==> src/rtl/arb3_rr_pkg.sv <==
// ---------------------------------------------------------------------------
// arb3_rr_pkg
//   Shared definitions for the three-way round-robin arbiter:
//     - state_t   : arbiter FSM encoding (IDLE / GRANT / TURN)
//     - NO_OWNER  : owner index reported when nobody holds the grant
//     - rr_next   : pointer/owner successor, modulo 3
//     - rr_pick   : round-robin search, first set request bit scanning
//                   ptr, ptr+1, ptr+2 (mod 3); NO_OWNER when req is zero
// ---------------------------------------------------------------------------
package arb3_rr_pkg;

  typedef enum logic [1:0] {
    ST_IDLE  = 2'd0,
    ST_GRANT = 2'd1,
    ST_TURN  = 2'd2
  } state_t;

  localparam logic [1:0] NO_OWNER = 2'd3;

  // Successor index modulo 3; only meaningful for inputs 0..2.
  function automatic logic [1:0] rr_next(input logic [1:0] idx);
    rr_next = (idx == 2'd2) ? 2'd0 : idx + 2'd1;
  endfunction

  // Scan from the highest search offset down so the lowest offset with a
  // set bit is the one left in the result.
  function automatic logic [1:0] rr_pick(input logic [1:0] ptr,
                                         input logic [2:0] req);
    logic [1:0] idx;
    rr_pick = NO_OWNER;
    for (int k = 2; k >= 0; k--) begin
      idx = ptr;
      for (int s = 0; s < k; s++) idx = rr_next(idx);
      if (req[idx]) rr_pick = idx;
    end
  endfunction

endpackage

==> src/rtl/nor3_x1.sv <==
// ---------------------------------------------------------------------------
// nor3_x1
//   Behavioural view of the characterised 3-input NOR library cell.
//   Ports:
//     i0, i1, i2 : inputs
//     nq         : ~(i0 | i1 | i2)
// ---------------------------------------------------------------------------
module nor3_x1 (
  input  logic i0,
  input  logic i1,
  input  logic i2,
  output logic nq
);

  assign nq = ~(i0 | i1 | i2);

endmodule

==> src/rtl/arb3_rr.sv <==
// ---------------------------------------------------------------------------
// arb3_rr
//   Round-robin arbiter sharing one downstream resource between three
//   requesters. The grant is registered, one-hot, and held while the owner
//   keeps its request high. Every handover passes through a one-cycle TURN
//   bubble with no grant. With MAX_HOLD != 0 an owner that has held the
//   grant for MAX_HOLD cycles is revoked as soon as another request is up.
//
//   Parameters:
//     MAX_HOLD : grant cycles before forced rotation (0 = never preempt)
//     HOLD_W   : hold counter width, 2**HOLD_W > MAX_HOLD
//   Ports:
//     ck      : clock, rising edge
//     rst     : synchronous active-high reset
//     req     : per-requester request, held for the whole ownership
//     gnt     : registered one-hot grant, zero when no owner
//     owner   : index of current owner, 3 when none
//     idle    : combinational, high when no request is raised
//     preempt : registered one-cycle pulse when the hold budget revokes gnt
// ---------------------------------------------------------------------------
module arb3_rr
  import arb3_rr_pkg::*;
#(
  parameter int MAX_HOLD = 16,
  parameter int HOLD_W   = 5
) (
  input  logic       ck,
  input  logic       rst,
  input  logic [2:0] req,
  output logic [2:0] gnt,
  output logic [1:0] owner,
  output logic       idle,
  output logic       preempt
);

  localparam bit              PREEMPT_EN = (MAX_HOLD != 0);
  localparam logic [HOLD_W-1:0] HOLD_LAST =
    PREEMPT_EN ? HOLD_W'(MAX_HOLD - 1) : '0;
  localparam logic [HOLD_W-1:0] HOLD_SAT  = '1;

  state_t            state_q, state_d;
  logic [2:0]        gnt_q, gnt_d;
  logic [1:0]        owner_q, owner_d;
  logic [1:0]        ptr_q, ptr_d;
  logic [HOLD_W-1:0] hold_q, hold_d;
  logic              preempt_q, preempt_d;

  logic [1:0]        pick;
  logic              owner_req;
  logic              others_req;
  logic              budget_hit;

  nor3_x1 u_idle (
    .i0 (req[0]),
    .i1 (req[1]),
    .i2 (req[2]),
    .nq (idle)
  );

  assign pick       = rr_pick(ptr_q, req);
  assign owner_req  = |(req & gnt_q);
  assign others_req = |(req & ~gnt_q);
  // ">=" rather than "==": once the budget is spent with nobody waiting the
  // counter keeps climbing, and the first later contender must still win.
  assign budget_hit = PREEMPT_EN && (hold_q >= HOLD_LAST);

  // NOTE: every output of this block gets a default before the case, so no
  // path leaves a variable unassigned and no latch is inferred.
  always_comb begin
    state_d   = state_q;
    gnt_d     = gnt_q;
    owner_d   = owner_q;
    ptr_d     = ptr_q;
    hold_d    = hold_q;
    preempt_d = 1'b0;

    unique case (state_q)
      // TURN exists only to force the empty-grant bubble; after it the
      // arbiter decides exactly as in IDLE.
      ST_IDLE, ST_TURN: begin
        if (pick != NO_OWNER) begin
          state_d = ST_GRANT;
          owner_d = pick;
          gnt_d   = 3'b001 << pick;
          hold_d  = '0;
        end else begin
          state_d = ST_IDLE;
          owner_d = NO_OWNER;
          gnt_d   = 3'b000;
        end
      end

      ST_GRANT: begin
        if (!owner_req) begin
          // Release wins over a coinciding budget expiry.
          state_d = ST_TURN;
          owner_d = NO_OWNER;
          gnt_d   = 3'b000;
          ptr_d   = rr_next(owner_q);
        end else if (budget_hit && others_req) begin
          state_d   = ST_TURN;
          owner_d   = NO_OWNER;
          gnt_d     = 3'b000;
          ptr_d     = rr_next(owner_q);
          preempt_d = 1'b1;
        end else if (hold_q != HOLD_SAT) begin
          hold_d = hold_q + 1'b1;
        end
      end

      default: begin
        state_d = ST_IDLE;
        owner_d = NO_OWNER;
        gnt_d   = 3'b000;
      end
    endcase
  end

  // NOTE: state registers use non-blocking assignments so every flop samples
  // the pre-edge values; reset is synchronous, tested inside the clocked block.
  always_ff @(posedge ck) begin
    if (rst) begin
      state_q   <= ST_IDLE;
      gnt_q     <= 3'b000;
      owner_q   <= NO_OWNER;
      ptr_q     <= 2'd0;
      hold_q    <= '0;
      preempt_q <= 1'b0;
    end else begin
      state_q   <= state_d;
      gnt_q     <= gnt_d;
      owner_q   <= owner_d;
      ptr_q     <= ptr_d;
      hold_q    <= hold_d;
      preempt_q <= preempt_d;
    end
  end

  assign gnt     = gnt_q;
  assign owner   = owner_q;
  assign preempt = preempt_q;

endmodule
==> config.mk <==
export PLATFORM = sky130hd
export DESIGN_NAME = arb3_rr
export DESIGN_NICKNAME = d
export VERILOG_FILES = /design/src/rtl/arb3_rr_pkg.sv /design/src/rtl/nor3_x1.sv /design/src/rtl/arb3_rr.sv
export SDC_FILE = /design/constraint.sdc
export NUM_CORES = 1
export LEC_CHECK = 0
export CORE_ASPECT_RATIO = 0.7
export CORE_MARGIN = 4
export CORE_UTILIZATION = 45
export DETAILED_ROUTE_END_ITERATION = 6
export PLACE_DENSITY = 0.68
export SYNTH_ARGS = -nofsm -noshare
export SYNTH_HDL_FRONTEND = slang
export SYNTH_SLANG_ARGS = --single-unit
==> constraint.sdc <==
create_clock -name ck -period 2.35 [get_ports ck]
set_clock_uncertainty 0.05 [all_clocks]
set_input_delay 0.47 -clock ck [delete_from_list [all_inputs] [get_ports ck]]
set_output_delay 0.47 -clock ck [all_outputs]
set_load 0.03 [all_outputs]
==> flow_metrics.py, run 1 <==
metrics = {
    "route": {
        "drc": 0,
        "drtIter0Drc": 39,
        "firstDrtPassIters": 4,
        "via_per_inst": 6.15,
        "ant_nets": 0,
        "wire_per_inst_um": 15.1,
        "vias": 885,
        "wl_mm": 2.17,
    },
    "synthesis": {
        "synthTopCellsByArea": "dfxtp_1 34%, nand3_1 5.7%, a21oi_1 4.6%, ha_1 4.3%, nand2b_1 3.6%",
        "syn_nets": 114,
        "yosys_warnings": 0,
        "yosysTopAreaCellShare_pct": 34.3,
        "synth_top_family_by_area": "simple AND/OR/NAND/NOR gates",
        "syn-cell-area_sq_um": 875,
        "ys_ff_latch": 15,
        "synth_compound_area_share_pct": 26.5,
        "ys_types": 41,
        "synthMuxAreaShare_pct": 1.14,
        "ys_seq_area_share_pct": 34.3,
        "synth-adder-area-share_pct": 4.29,
        "ys.flop_type": "dfxtp_1",
        "synth_xor_area_share_pct": 0,
        "ys_async_sr_fraction_pct": 0,
        "synth-edff-count": 0,
        "synth_top_area_cell": "dfxtp_1",
        "netlist_instances": 106,
        "synth_simple_gate_area_share_pct": 28.2,
        "synth.avg_cell_area_sq_um": 8.25,
    },
    "cts": {
        "cts_root_buf": "clkbuf_4",
        "cts-buffers-inserted": 3,
        "cts_tree": "done",
        "clkSinkCount": 15,
        "clkLatencyLatePin_ns": 0.28,
        "cts.clk_slew.worst_paths_ns": 0.08,
        "post_cts_buffers": 0,
        "htree_levels": 1,
        "clockBufferDepth": 2,
        "ctsResizeCount": 0,
        "cts_hold_buffers": 0,
    },
    "floorplan": {
        "rows": 13,
        "die_area_sq_mm": 0.00272,
        "core_area_sq_mm": 0.00185,
        "fp.dieW_um": 60.7,
        "die_y_um": 44.9,
        "boundaryPins": 12,
        "start_util_pct": 47.2,
    },
    "placed_design": {
        "dp_hpwl_mm": 1.68,
        "gp_congestion": 0.851,
        "port_buffers": 11,
        "dp.cells": 140,
    },
    "timing": {
        "whs_ns": 0.471,
        "max_slew_margin_pct": 75.5,
        "rsz0062_at_grt": "false",
        "hold_viol_final": 0,
        "min_period_ns": 2.06,
        "finalSetupTns_ns": 0,
        "drv_slew": 0,
        "fin_crit_sh_pct": 87.7,
        "max_freq_mhz": 485,
        "worst_pin_slew_ns": 0.363,
        "finalSetupViolCount": 0,
    },
    "power": {
        "p_sw_mw": 0.158,
        "power_frac_comb_pct": 21.7,
        "power.leakage_nw": 0.400,
        "switching_share_pct": 29.3,
        "p_total_mw": 0.540,
        "p_seq_share_pct": 51.2,
        "vdd_drop_max_mv": 0.350,
        "internal-power_mw": 0.382,
        "powerDensity_mw_per_mm2": 514,
        "p_clk_share_pct": 27.1,
    },
    "final_layout": {
        "area.sequential_sq_um": 300,
        "final_nets": 131,
        "final_cell_mix": "15 x dfxtp_1, 10 x nand3_1, 10 x clkdlybuf4s50_1",
        "syn2layout_area_growth_pct": 20.2,
        "drive_gt1_share_pct": 13.9,
        "fillers": 184,
        "layout_commonest_cell": "dfxtp_1",
        "multiInputGateArea_sq_um": 526,
        "stdcell_count": 144,
        "diodes": 0,
    },
    "setup_path": {
        "cp_common_cell": "ha_1",
        "crit_path_top_delay_cell": "dfxtp_1",
        "slowest_delay_ns": 0.36,
        "cp-start-kind": "register",
        "path_class": "reg -> reg",
        "arrival_ns": 2.20,
        "crit_family": "compound AO/OA/AOI/OAI gates",
        "cp-end-kind": "register",
        "path_max_fanout": 8,
        "worstPathBufferInverterCount": 1,
        "worstPathRequired_ns": 2.49,
        "path_cells": "ha_1 > and3_1 > ha_1 > nor2_1 > a32o_1 > buf_4 > nand3b_1 > a21o_1",
    },
    "grt": {
        "antenna_found_initial": 0,
        "globalRouteTotalUtil_pct": 19.4,
        "grt_overflow": 0,
        "grt_max_degree": 14,
        "grt_pass1_vias": 867,
        "grt_pass1_wl_mm": 3.86,
    },
    "worst_hold_path": {
        "min_path_type": "reg -> reg",
    },
    "run": {
        "maxCapViolCount": 0,
    },
    "outcome": {
        "status": "finished, final reports clean",
    },
}
-- flip-flops by register name (all words and copies together) (netlist names) --
signal   count
gnt          3
owner        2
state_q      2
hold_q       5
ptr_q        2
preempt      1
-- final cells by class --
class	count	share of cell area, %
Clock buffer	4	2.50
Inverter	7	2.50
Multi-Input combinational cell	80	50.0
Sequential cell	15	28.6
Tap cell	22	2.62
Timing Repair Buffer	16	13.8
-- worst min-delay path: stages, from the launching register on --
cell	delay [ns]
dfxtp_1	0.34
nand3_1	0.07
a21oi_1	0.06
-- worst paths after layout --
check                                             end              startpoint  slack (ns)  depth (start not counted)
worst min-delay path              gnt[2]$_SDFFE_PP0P_     gnt[2]$_SDFFE_PP0P_        0.47                          2
worst min register to register    gnt[2]$_SDFFE_PP0P_     gnt[2]$_SDFFE_PP0P_        0.47                          2
worst max register to register  owner[0]$_SDFFE_PP1P_  hold_q[0]$_SDFFE_PP0P_        0.29                          8
worst max-delay path            owner[0]$_SDFFE_PP1P_  hold_q[0]$_SDFFE_PP0P_        0.29                          8
-- power groups by stage --
stage / clock (mW) / sequential, mW / combinational, mW
floorplan: 0 / 0.288 / 0.0679
global placement: 0 / 0.282 / 0.115
detailed placement: 0 / 0.282 / 0.116
CTS: 0.152 / 0.276 / 0.116
global route: 0.167 / 0.279 / 0.128
finish: 0.146 / 0.276 / 0.117
-- logic make-up after synthesis --
kind of cell | Yosys count
flops | 15
simple gates | 45
fa+ha+maj | 3
compound gates | 31
buf+inv | 11
mux | 1
-- Yosys cell counts (2+ instances only) --
| master | number |
|---|---|
| a32o_1 | 2 |
| a21oi_1 | 8 |
| o211ai_1 | 2 |
| clkbuf_1 | 3 |
| nor2_1 | 6 |
| nand4_1 | 2 |
| nor2b_1 | 2 |
| o21ai_0 | 2 |
| inv_1 | 6 |
| ha_1 | 3 |
| o32ai_1 | 2 |
| a21o_1 | 2 |
| nor3_1 | 5 |
| dfxtp_1 | 15 |
| nand4b_1 | 2 |
| nand2b_1 | 5 |
| o311ai_0 | 2 |
| nand2_1 | 5 |
| nand3_1 | 10 |
-- layer usage --
layer / vias up / GRT usage [%] / wire length [um]
li1: 434 / - / -
met1: 418 / 25.5 / 1030
met2: 29 / 29.9 / 978
met3: 4 / 6.00 / 139
met4: 0 / 7.36 / 26
met5: - / 0 / 0
-- per-stage QoR --
stage / utilization (%) / setup slack [ns] / area [sq um]
floorplan: - / 0.427 / 875
global placement: 55.3 / 0.184 / 1020
detailed placement: 55.3 / 0.111 / 1020
CTS: 56.7 / 0.295 / 1050
global route: 56.7 / 0.188 / 1050
finish: 56.7 / 0.289 / 1050
(Power assumes the default switching activity.)
==> run 2, diff against run 1 <==
Settings changed: HOLD_SLACK_MARGIN from default to 0.05.
==> results of run 2 <==
Same layout as run 1: the final DEF is identical, and so are final timing and power.
